==> src/rtl/branch_resolve_unit.sv <==
// Execute-stage branch resolution: computes the actual outcome and target, redirects fetch
// on a misprediction, queues BTB updates and keeps control/mispredict performance counters.
module branch_resolve_unit #(
    parameter int XLEN       = 32,
    parameter int BTBQ_DEPTH = 4,
    parameter int CNT_W      = 32
) (
    input  logic             clk,
    input  logic             rst_n,
    input  logic             ex_valid,
    input  logic [XLEN-1:0]  pc,
    input  logic [XLEN-1:0]  imm,
    input  logic [XLEN-1:0]  op1,
    input  logic [6:0]       opcode,
    input  logic [2:0]       func3,
    input  logic             lt_flag,
    input  logic             ltu_flag,
    input  logic             zero_flag,
    input  logic             pred_taken,
    input  logic [XLEN-1:0]  pred_target,
    output logic             stall_req,
    output logic             redirect_valid,
    output logic [XLEN-1:0]  redirect_pc,
    output logic             btb_upd_valid,
    input  logic             btb_upd_ready,
    output logic [XLEN-1:0]  btb_upd_pc,
    output logic [XLEN-1:0]  btb_upd_target,
    output logic             btb_upd_taken,
    input  logic             perf_clr,
    output logic [CNT_W-1:0] perf_ctrl_cnt,
    output logic [CNT_W-1:0] perf_mispred_cnt
);
    localparam int PTR_W = (BTBQ_DEPTH > 1) ? $clog2(BTBQ_DEPTH) : 1;
    localparam logic [6:0] OP_JAL    = 7'b1101111;
    localparam logic [6:0] OP_JALR   = 7'b1100111;
    localparam logic [6:0] OP_BRANCH = 7'b1100011;
    localparam logic [PTR_W:0]   DEPTH_C   = (PTR_W + 1)'(BTBQ_DEPTH);
    localparam logic [PTR_W:0]   EMPTY_C   = {(PTR_W + 1){1'b0}};
    localparam logic [CNT_W-1:0] CNT_MAX_C = {CNT_W{1'b1}};
    localparam logic [XLEN-1:0]  FOUR_C    = {{(XLEN - 3){1'b0}}, 3'b100};

    logic            is_jal_s, is_jalr_s, is_branch_s, is_ctrl_s;
    logic            br_cond_s, actual_taken_s, mispred_s;
    logic [XLEN-1:0] sum_s, target_s, fallthrough_s;
    logic            squash_s, full_s, accept_s, enq_s, deq_s;

    logic            redirect_valid_r;
    logic [XLEN-1:0] redirect_pc_r;
    logic [XLEN-1:0] q_pc_r  [BTBQ_DEPTH];
    logic [XLEN-1:0] q_tgt_r [BTBQ_DEPTH];
    logic            q_tk_r  [BTBQ_DEPTH];
    logic [PTR_W-1:0] rd_ptr_r, wr_ptr_r;
    logic [PTR_W:0]   count_r;
    logic [CNT_W-1:0] ctrl_cnt_r, mispred_cnt_r;

    // Decode the instruction and resolve outcome, target and misprediction.
    always_comb begin
        is_jal_s    = (opcode == OP_JAL);
        is_jalr_s   = (opcode == OP_JALR);
        is_branch_s = (opcode == OP_BRANCH);
        is_ctrl_s   = is_jal_s | is_jalr_s | is_branch_s;
        case (func3)
            3'b000:  br_cond_s = zero_flag;
            3'b001:  br_cond_s = ~zero_flag;
            3'b100:  br_cond_s = lt_flag;
            3'b101:  br_cond_s = ~lt_flag;
            3'b110:  br_cond_s = ltu_flag;
            3'b111:  br_cond_s = ~ltu_flag;
            default: br_cond_s = 1'b0;
        endcase
        if (is_jalr_s) begin
            sum_s    = op1 + imm;
            target_s = {sum_s[XLEN-1:1], 1'b0};
        end else begin
            sum_s    = pc + imm;
            target_s = sum_s;
        end
        fallthrough_s  = pc + FOUR_C;
        actual_taken_s = is_jal_s | is_jalr_s | (is_branch_s & br_cond_s);
        // A non-control instruction resolves not-taken, so a taken prediction mispredicts.
        mispred_s = (actual_taken_s != pred_taken) |
                    (actual_taken_s & pred_taken & (pred_target != target_s));
    end

    assign squash_s  = redirect_valid_r;
    assign full_s    = (count_r == DEPTH_C);
    assign stall_req = ex_valid & is_ctrl_s & full_s & ~squash_s;
    assign accept_s  = ex_valid & ~squash_s & ~stall_req;
    assign enq_s     = accept_s & is_ctrl_s;
    assign deq_s     = (count_r != EMPTY_C) & btb_upd_ready;

    // One-cycle fetch redirect after an accepted mispredict.
    always_ff @(posedge clk or negedge rst_n) begin
        if (!rst_n) begin
            redirect_valid_r <= 1'b0;
            redirect_pc_r    <= {XLEN{1'b0}};
        end else begin
            redirect_valid_r <= accept_s & mispred_s;
            if (accept_s & mispred_s) begin
                redirect_pc_r <= actual_taken_s ? target_s : fallthrough_s;
            end
        end
    end

    // BTB update FIFO: storage, pointers and occupancy.
    always_ff @(posedge clk or negedge rst_n) begin
        if (!rst_n) begin
            for (int i = 0; i < BTBQ_DEPTH; i++) begin
                q_pc_r[i]  <= {XLEN{1'b0}};
                q_tgt_r[i] <= {XLEN{1'b0}};
                q_tk_r[i]  <= 1'b0;
            end
            rd_ptr_r <= {PTR_W{1'b0}};
            wr_ptr_r <= {PTR_W{1'b0}};
            count_r  <= EMPTY_C;
        end else begin
            if (enq_s) begin
                q_pc_r[wr_ptr_r]  <= pc;
                q_tgt_r[wr_ptr_r] <= target_s;
                q_tk_r[wr_ptr_r]  <= actual_taken_s;
                wr_ptr_r          <= wr_ptr_r + {{(PTR_W - 1){1'b0}}, 1'b1};
            end
            if (deq_s) begin
                rd_ptr_r <= rd_ptr_r + {{(PTR_W - 1){1'b0}}, 1'b1};
            end
            case ({enq_s, deq_s})
                2'b10:   count_r <= count_r + {{PTR_W{1'b0}}, 1'b1};
                2'b01:   count_r <= count_r - {{PTR_W{1'b0}}, 1'b1};
                default: count_r <= count_r;
            endcase
        end
    end

    // Saturating performance counters; clear wins over increment.
    always_ff @(posedge clk or negedge rst_n) begin
        if (!rst_n) begin
            ctrl_cnt_r    <= {CNT_W{1'b0}};
            mispred_cnt_r <= {CNT_W{1'b0}};
        end else if (perf_clr) begin
            ctrl_cnt_r    <= {CNT_W{1'b0}};
            mispred_cnt_r <= {CNT_W{1'b0}};
        end else begin
            if (enq_s && (ctrl_cnt_r != CNT_MAX_C)) begin
                ctrl_cnt_r <= ctrl_cnt_r + {{(CNT_W - 1){1'b0}}, 1'b1};
            end
            if (accept_s && mispred_s && (mispred_cnt_r != CNT_MAX_C)) begin
                mispred_cnt_r <= mispred_cnt_r + {{(CNT_W - 1){1'b0}}, 1'b1};
            end
        end
    end

    assign redirect_valid   = redirect_valid_r;
    assign redirect_pc      = redirect_pc_r;
    assign btb_upd_valid    = (count_r != EMPTY_C);
    assign btb_upd_pc       = q_pc_r[rd_ptr_r];
    assign btb_upd_target   = q_tgt_r[rd_ptr_r];
    assign btb_upd_taken    = q_tk_r[rd_ptr_r];
    assign perf_ctrl_cnt    = ctrl_cnt_r;
    assign perf_mispred_cnt = mispred_cnt_r;
endmodule

==> config.mk <==
export PLATFORM = sky130hd
export DESIGN_NAME = branch_resolve_unit
export DESIGN_NICKNAME = d
export VERILOG_FILES = /design/src/rtl/branch_resolve_unit.sv
export SDC_FILE = /design/constraint.sdc
export NUM_CORES = 1
export LEC_CHECK = 0
export CORE_MARGIN = 1.5
export CORE_UTILIZATION = 50
export CTS_CLUSTER_DIAMETER = 50
export DETAILED_ROUTE_END_ITERATION = 16
export PLACE_DENSITY_LB_ADDON = 0.3
export SKIP_LAST_GASP = 1
export SLEW_MARGIN = 20
export SYNTH_ARGS = -nofsm -noshare
export SYNTH_HDL_FRONTEND = slang
export SYNTH_SLANG_ARGS = --single-unit
==> constraint.sdc <==
create_clock -name clk -period 3 [get_ports clk]
set_clock_uncertainty 0.05 [all_clocks]
set_input_delay 0.45 -clock clk [delete_from_list [all_inputs] [get_ports clk]]
set_output_delay 0.45 -clock clk [all_outputs]
set_load 0.05 [all_outputs]
==> run summary <==
SETUP PATH
-------------------------------------------------------------------------------------
Crit path max-delay family                                               compound AO/OA/AOI/OAI gates
Worst-path maximum fanout                                                           7
Worst reg2reg startpoint                                                 perf_mispred_cnt[7]
Cell with the largest stage delay on the worst path                      sky130_fd_sc_hd__or4_4
CP Buf/Inv Count                                                                    5
Class of the most critical setup path                                       in -> reg
Most repeated library cell on the critical path                          sky130_fd_sc_hd__buf_12
R2R Path End                                                             perf_mispred_cnt[31]
Arrival time at the worst endpoint                                            4790 ps
Category of the worst setup path launch point                              input port
R2R cell count                                                                     13
Flop2flop setup slack                                                         -160 ps
Capturing element type of the critical path                                 flip-flop
End point of the critical path                                           perf_mispred_cnt[13]
Required @ worst endpoint                                                     3360 ps
CP max stage delay                                                             500 ps
Cell count along the critical path                                                 20
Beginning of the critical path                                                 imm[0]
Worst path cell trace                                                    buf_8 > ha_4 > fa_2 > a21o_1 > a311o_1 > a22oi_4 > buf_6 > buf_12 > o22ai_4 > a221o_1 > a21oi_2 > xnor2_2 > o311ai_1 > nand4b_1 > or4_4 > o31ai_4 > buf_12 > buf_12 > nor4b_4 > mux2_4

LOGIC SYNTHESIS
-------------------------------------------------------------------------------------
Area of the mapped netlist                                                 21,400 um2
Number of nets in the synthesized netlist                                       2,376
Sequential element share of the synthesized area                               42.57%
Yosys Warn Count                                                                    0
Unique masters post-synth                                                          82
Average instance area after synthesis                                       9.924 um2
Flip-flop and latch count after synthesis                                         364
Dominant register cell in the synthesized netlist                        sky130_fd_sc_hd__dfrtp_1
Gate count after technology mapping                                             2,156
Share of synthesized flip-flops with an asynchronous set or reset              100.0%
Number of synthesized flops with an enable pin                                      0

GLOBAL ROUTING
-------------------------------------------------------------------------------------
Largest net degree at the start of global routing                                  89
Wire length of the first global-routing pass                               113,800 um
Number of antenna violations at the first check in global routing                   3
Aggregate global-route resource usage                                          33.34%
Total overflow reported by the global router                                        0
Number of global-route vias before repair                                      20,660

PLACEMENT
-------------------------------------------------------------------------------------
Count of buffers from port buffering                                              310
Placed wire-length estimate after detailed placement                        54,150 um
Gpl congestion                                                                  1.016
Post-placement cell area                                                   28,310 um2

STA
-------------------------------------------------------------------------------------
Hold Vio Cnt, Final                                                                 0
Setup violations, final                                                            76
Actual transition at the worst max-transition pin                            777.9 ps
Max transition margin                                                          48.14%
Top achievable clock speed                                                  226.1 MHz
Period minus WS final                                                         4424 ps
Unrepaired setup endpoints after global routing                                  true
Final period utilization                                                       147.5%
Worst-case setup margin in the final layout                                  -1424 ps
Max-slew violation total from the final report                                      0

FLOORPLANNING
-------------------------------------------------------------------------------------
Number of top-level design ports                                                  311
Total number of placement rows                                                     75
Height of the die                                                            209.9 um
Floorplan Core Area                                                        42,040 um2
Horizontal die dimension                                                     209.9 um
Initial Util                                                                   50.89%
Die area                                                                   44,040 um2

FINAL LAYOUT
-------------------------------------------------------------------------------------
Most frequent standard cell in the layout excluding fill and tap cells   sky130_fd_sc_hd__buf_4
Proportion of layout cells with a drive suffix above 1                         37.81%
Net count, final                                                                3,097
Relative area change from synthesis to final layout                            47.77%
Final instance area                                                        31,620 um2
Antenna Cells                                                                       0
Most frequent cells in the layout                                        500 x sky130_fd_sc_hd__buf_4, 362 x sky130_fd_sc_hd__dfrtp_1, 274 x sky130_fd_sc_hd__nand2_1, 178 x sky130_fd_sc_hd__o21ai_0, 160 x sky130_fd_sc_hd__clkdlybuf4s50_1

POWER AND IR DROP
-------------------------------------------------------------------------------------
Power density over cell area                                             536.0 nW/um2
Maximum vdd ir drop                                                          412.0 uV
Cell leakage power                                                           14.62 nW
Total power of the final layout                                              16.94 mW

CLOCK NETWORK
-------------------------------------------------------------------------------------
Clock transition at the registers of the reported paths                         60 ps
# H-tree levels                                                                     2
TritonCTS clock tree                                                              yes
Cts bufs inserted                                                                  36
Clock latency reported for the late side of the worst-skew pair                530 ps
Clock Sink Count                                                                  364
Max Buffers Root-to-Sink                                                            3
CTS Root Buffer Type                                                     sky130_fd_sc_hd__clkbuf_16

STATUS
-------------------------------------------------------------------------------------
Violated checks                                                          negative setup slack
Result of the run                                                        finished with violations

DRT
-------------------------------------------------------------------------------------
Starting DRT DRC Count                                                          1,489
Total Wirelength                                                            75,780 um
Vias per cell                                                                   5.940
Avg WL per Cell                                                              22.03 um
Total via count after detailed routing                                         20,440
First drt pass iteration count                                                      5
Number of nets with antenna violations after routing                                0
DRC violations left                                                                 0

HOLD PATH
-------------------------------------------------------------------------------------
Class of the most critical hold timing path                                 in -> reg

JOB
-------------------------------------------------------------------------------------
Max-cap check violation count                                                       0

==> layer usage <==
layer	share of wire (%)	global-route usage (%)	up-vias	routed length, um
met5	0.088	0	-	67
met1	40	43.27	10190	30190
met4	4.7	13.50	6	3538
met3	6.6	4.459	194	5018
li1	-	-	9225	-
met2	49	56.60	819	36960
==> how the worst min path moves through the flow <==
stage	startpoint	cells past startpoint	slack, ps	end
6_report	pc[0]	3	290	q_pc_r[64]
5_1_grt	pc[0]	3	290	q_pc_r[64]
4_1_cts	pc[0]	3	270	q_pc_r[96]
3_5_place_dp	q_tgt_r[34]	2	420	q_tgt_r[34]
3_3_place_gp	q_tgt_r[121]	2	410	q_tgt_r[121]
2_1_floorplan	rst_n	0	100	count_r[0]
==> cell families (layout without fill, tap and decap cells) <==
group                      after synthesis  after routing  synth area share, %
and+or+nand+nor                        688            688                14.95
xor gates and xnor gates               142            142                6.140
DFF                                    364            364                42.57
adders and majority gates               73             73                4.374
muxes                                  221            221                15.02
AOI/OAI and AO/OA                      515            515                14.16
buffers and inverters                  153            898                2.778
==> Yosys cell counts, drive strengths merged, types with 12 or more instances <==
| library cell | count | area (um2) |
|---|---|---|
| a211oi | 13 | 97.59 |
| a21o | 23 | 172.7 |
| a21oi | 131 | 655.6 |
| a31oi | 13 | 81.33 |
| and2 | 16 | 100.1 |
| and3 | 29 | 181.4 |
| buf | 22 | 102.6 |
| clkbuf | 105 | 394.1 |
| dfrtp | 364 | 9109 |
| ha | 70 | 875.8 |
| inv | 26 | 97.59 |
| mux2 | 140 | 1577 |
| mux2i | 16 | 172.7 |
| mux4 | 65 | 1464 |
| nand2 | 292 | 1096 |
| nand3 | 47 | 235.2 |
| nand4 | 33 | 206.5 |
| nor2 | 145 | 544.3 |
| nor2b | 12 | 75.07 |
| nor3 | 32 | 165.2 |
| o21ai | 238 | 1191 |
| o31ai | 15 | 131.4 |
| or3 | 19 | 118.9 |
| or4 | 12 | 93.84 |
| xnor2 | 72 | 630.6 |
| xor2 | 65 | 569.3 |
==> worst min-delay path: stages <==
cell	delay, ps
sky130_fd_sc_hd__buf_6	80
sky130_fd_sc_hd__buf_4	150
sky130_fd_sc_hd__mux2_2	150
==> sequential cells by signal (all words and copies together), names as in the netlist, 3 cells and up <==
signal	cells
q_tk_r	4
perf_mispred_cnt	32
q_tgt_r	128
perf_ctrl_cnt	32
redirect_pc	32
q_pc_r	128
count_r	3
==> cell type report <==
| type | count | area [um2] |
|---|---|---|
| multi-input combinational | 1639 | 13320 |
| fill | 2802 | 10430 |
| sequential | 364 | 9114 |
| timing repair buffer | 810 | 7176 |
| clock buffer | 52 | 1052 |
| tap | 539 | 674.4 |
| clock inverter | 10 | 178.9 |
| inverter | 26 | 102.6 |
==> per-stage QoR <==
stage | worst slack (ps) | TNS (ps) | std cells | hold slack [ps] | utilization (%)
global placement | -2415 | -217940 | 3331 | 405.8 | 67.33
finish | -1424 | -88300 | 3440 | 292.7 | 75.20
floorplan | -1576 | -96050 | 2156 | 104.4 | -
CTS | -1493 | -97570 | 3414 | 271.5 | 72.38
global route | -1548 | -97560 | 3440 | 293.2 | 75.20
detailed placement | -2483 | -230450 | 3331 | 416.0 | 67.33
==> repair_timing <==
action	CTS	global route
setup buffers	17	29
pin swaps	86	92
hold buffers	1	0
endpoints found under the setup margin	141	134
resized for setup	222	293
cloned	4	3
endpoints found under the hold margin	79	0
==> where the power goes <==
group	switching, mW	total, mW	internal, mW
Sequential	0.356	5.76	5.40
Combinational	3.63	6.42	2.80
Clock	1.90	4.76	2.87
Total	5.88	16.9	11.1
Power figures use the tool's default switching activity.
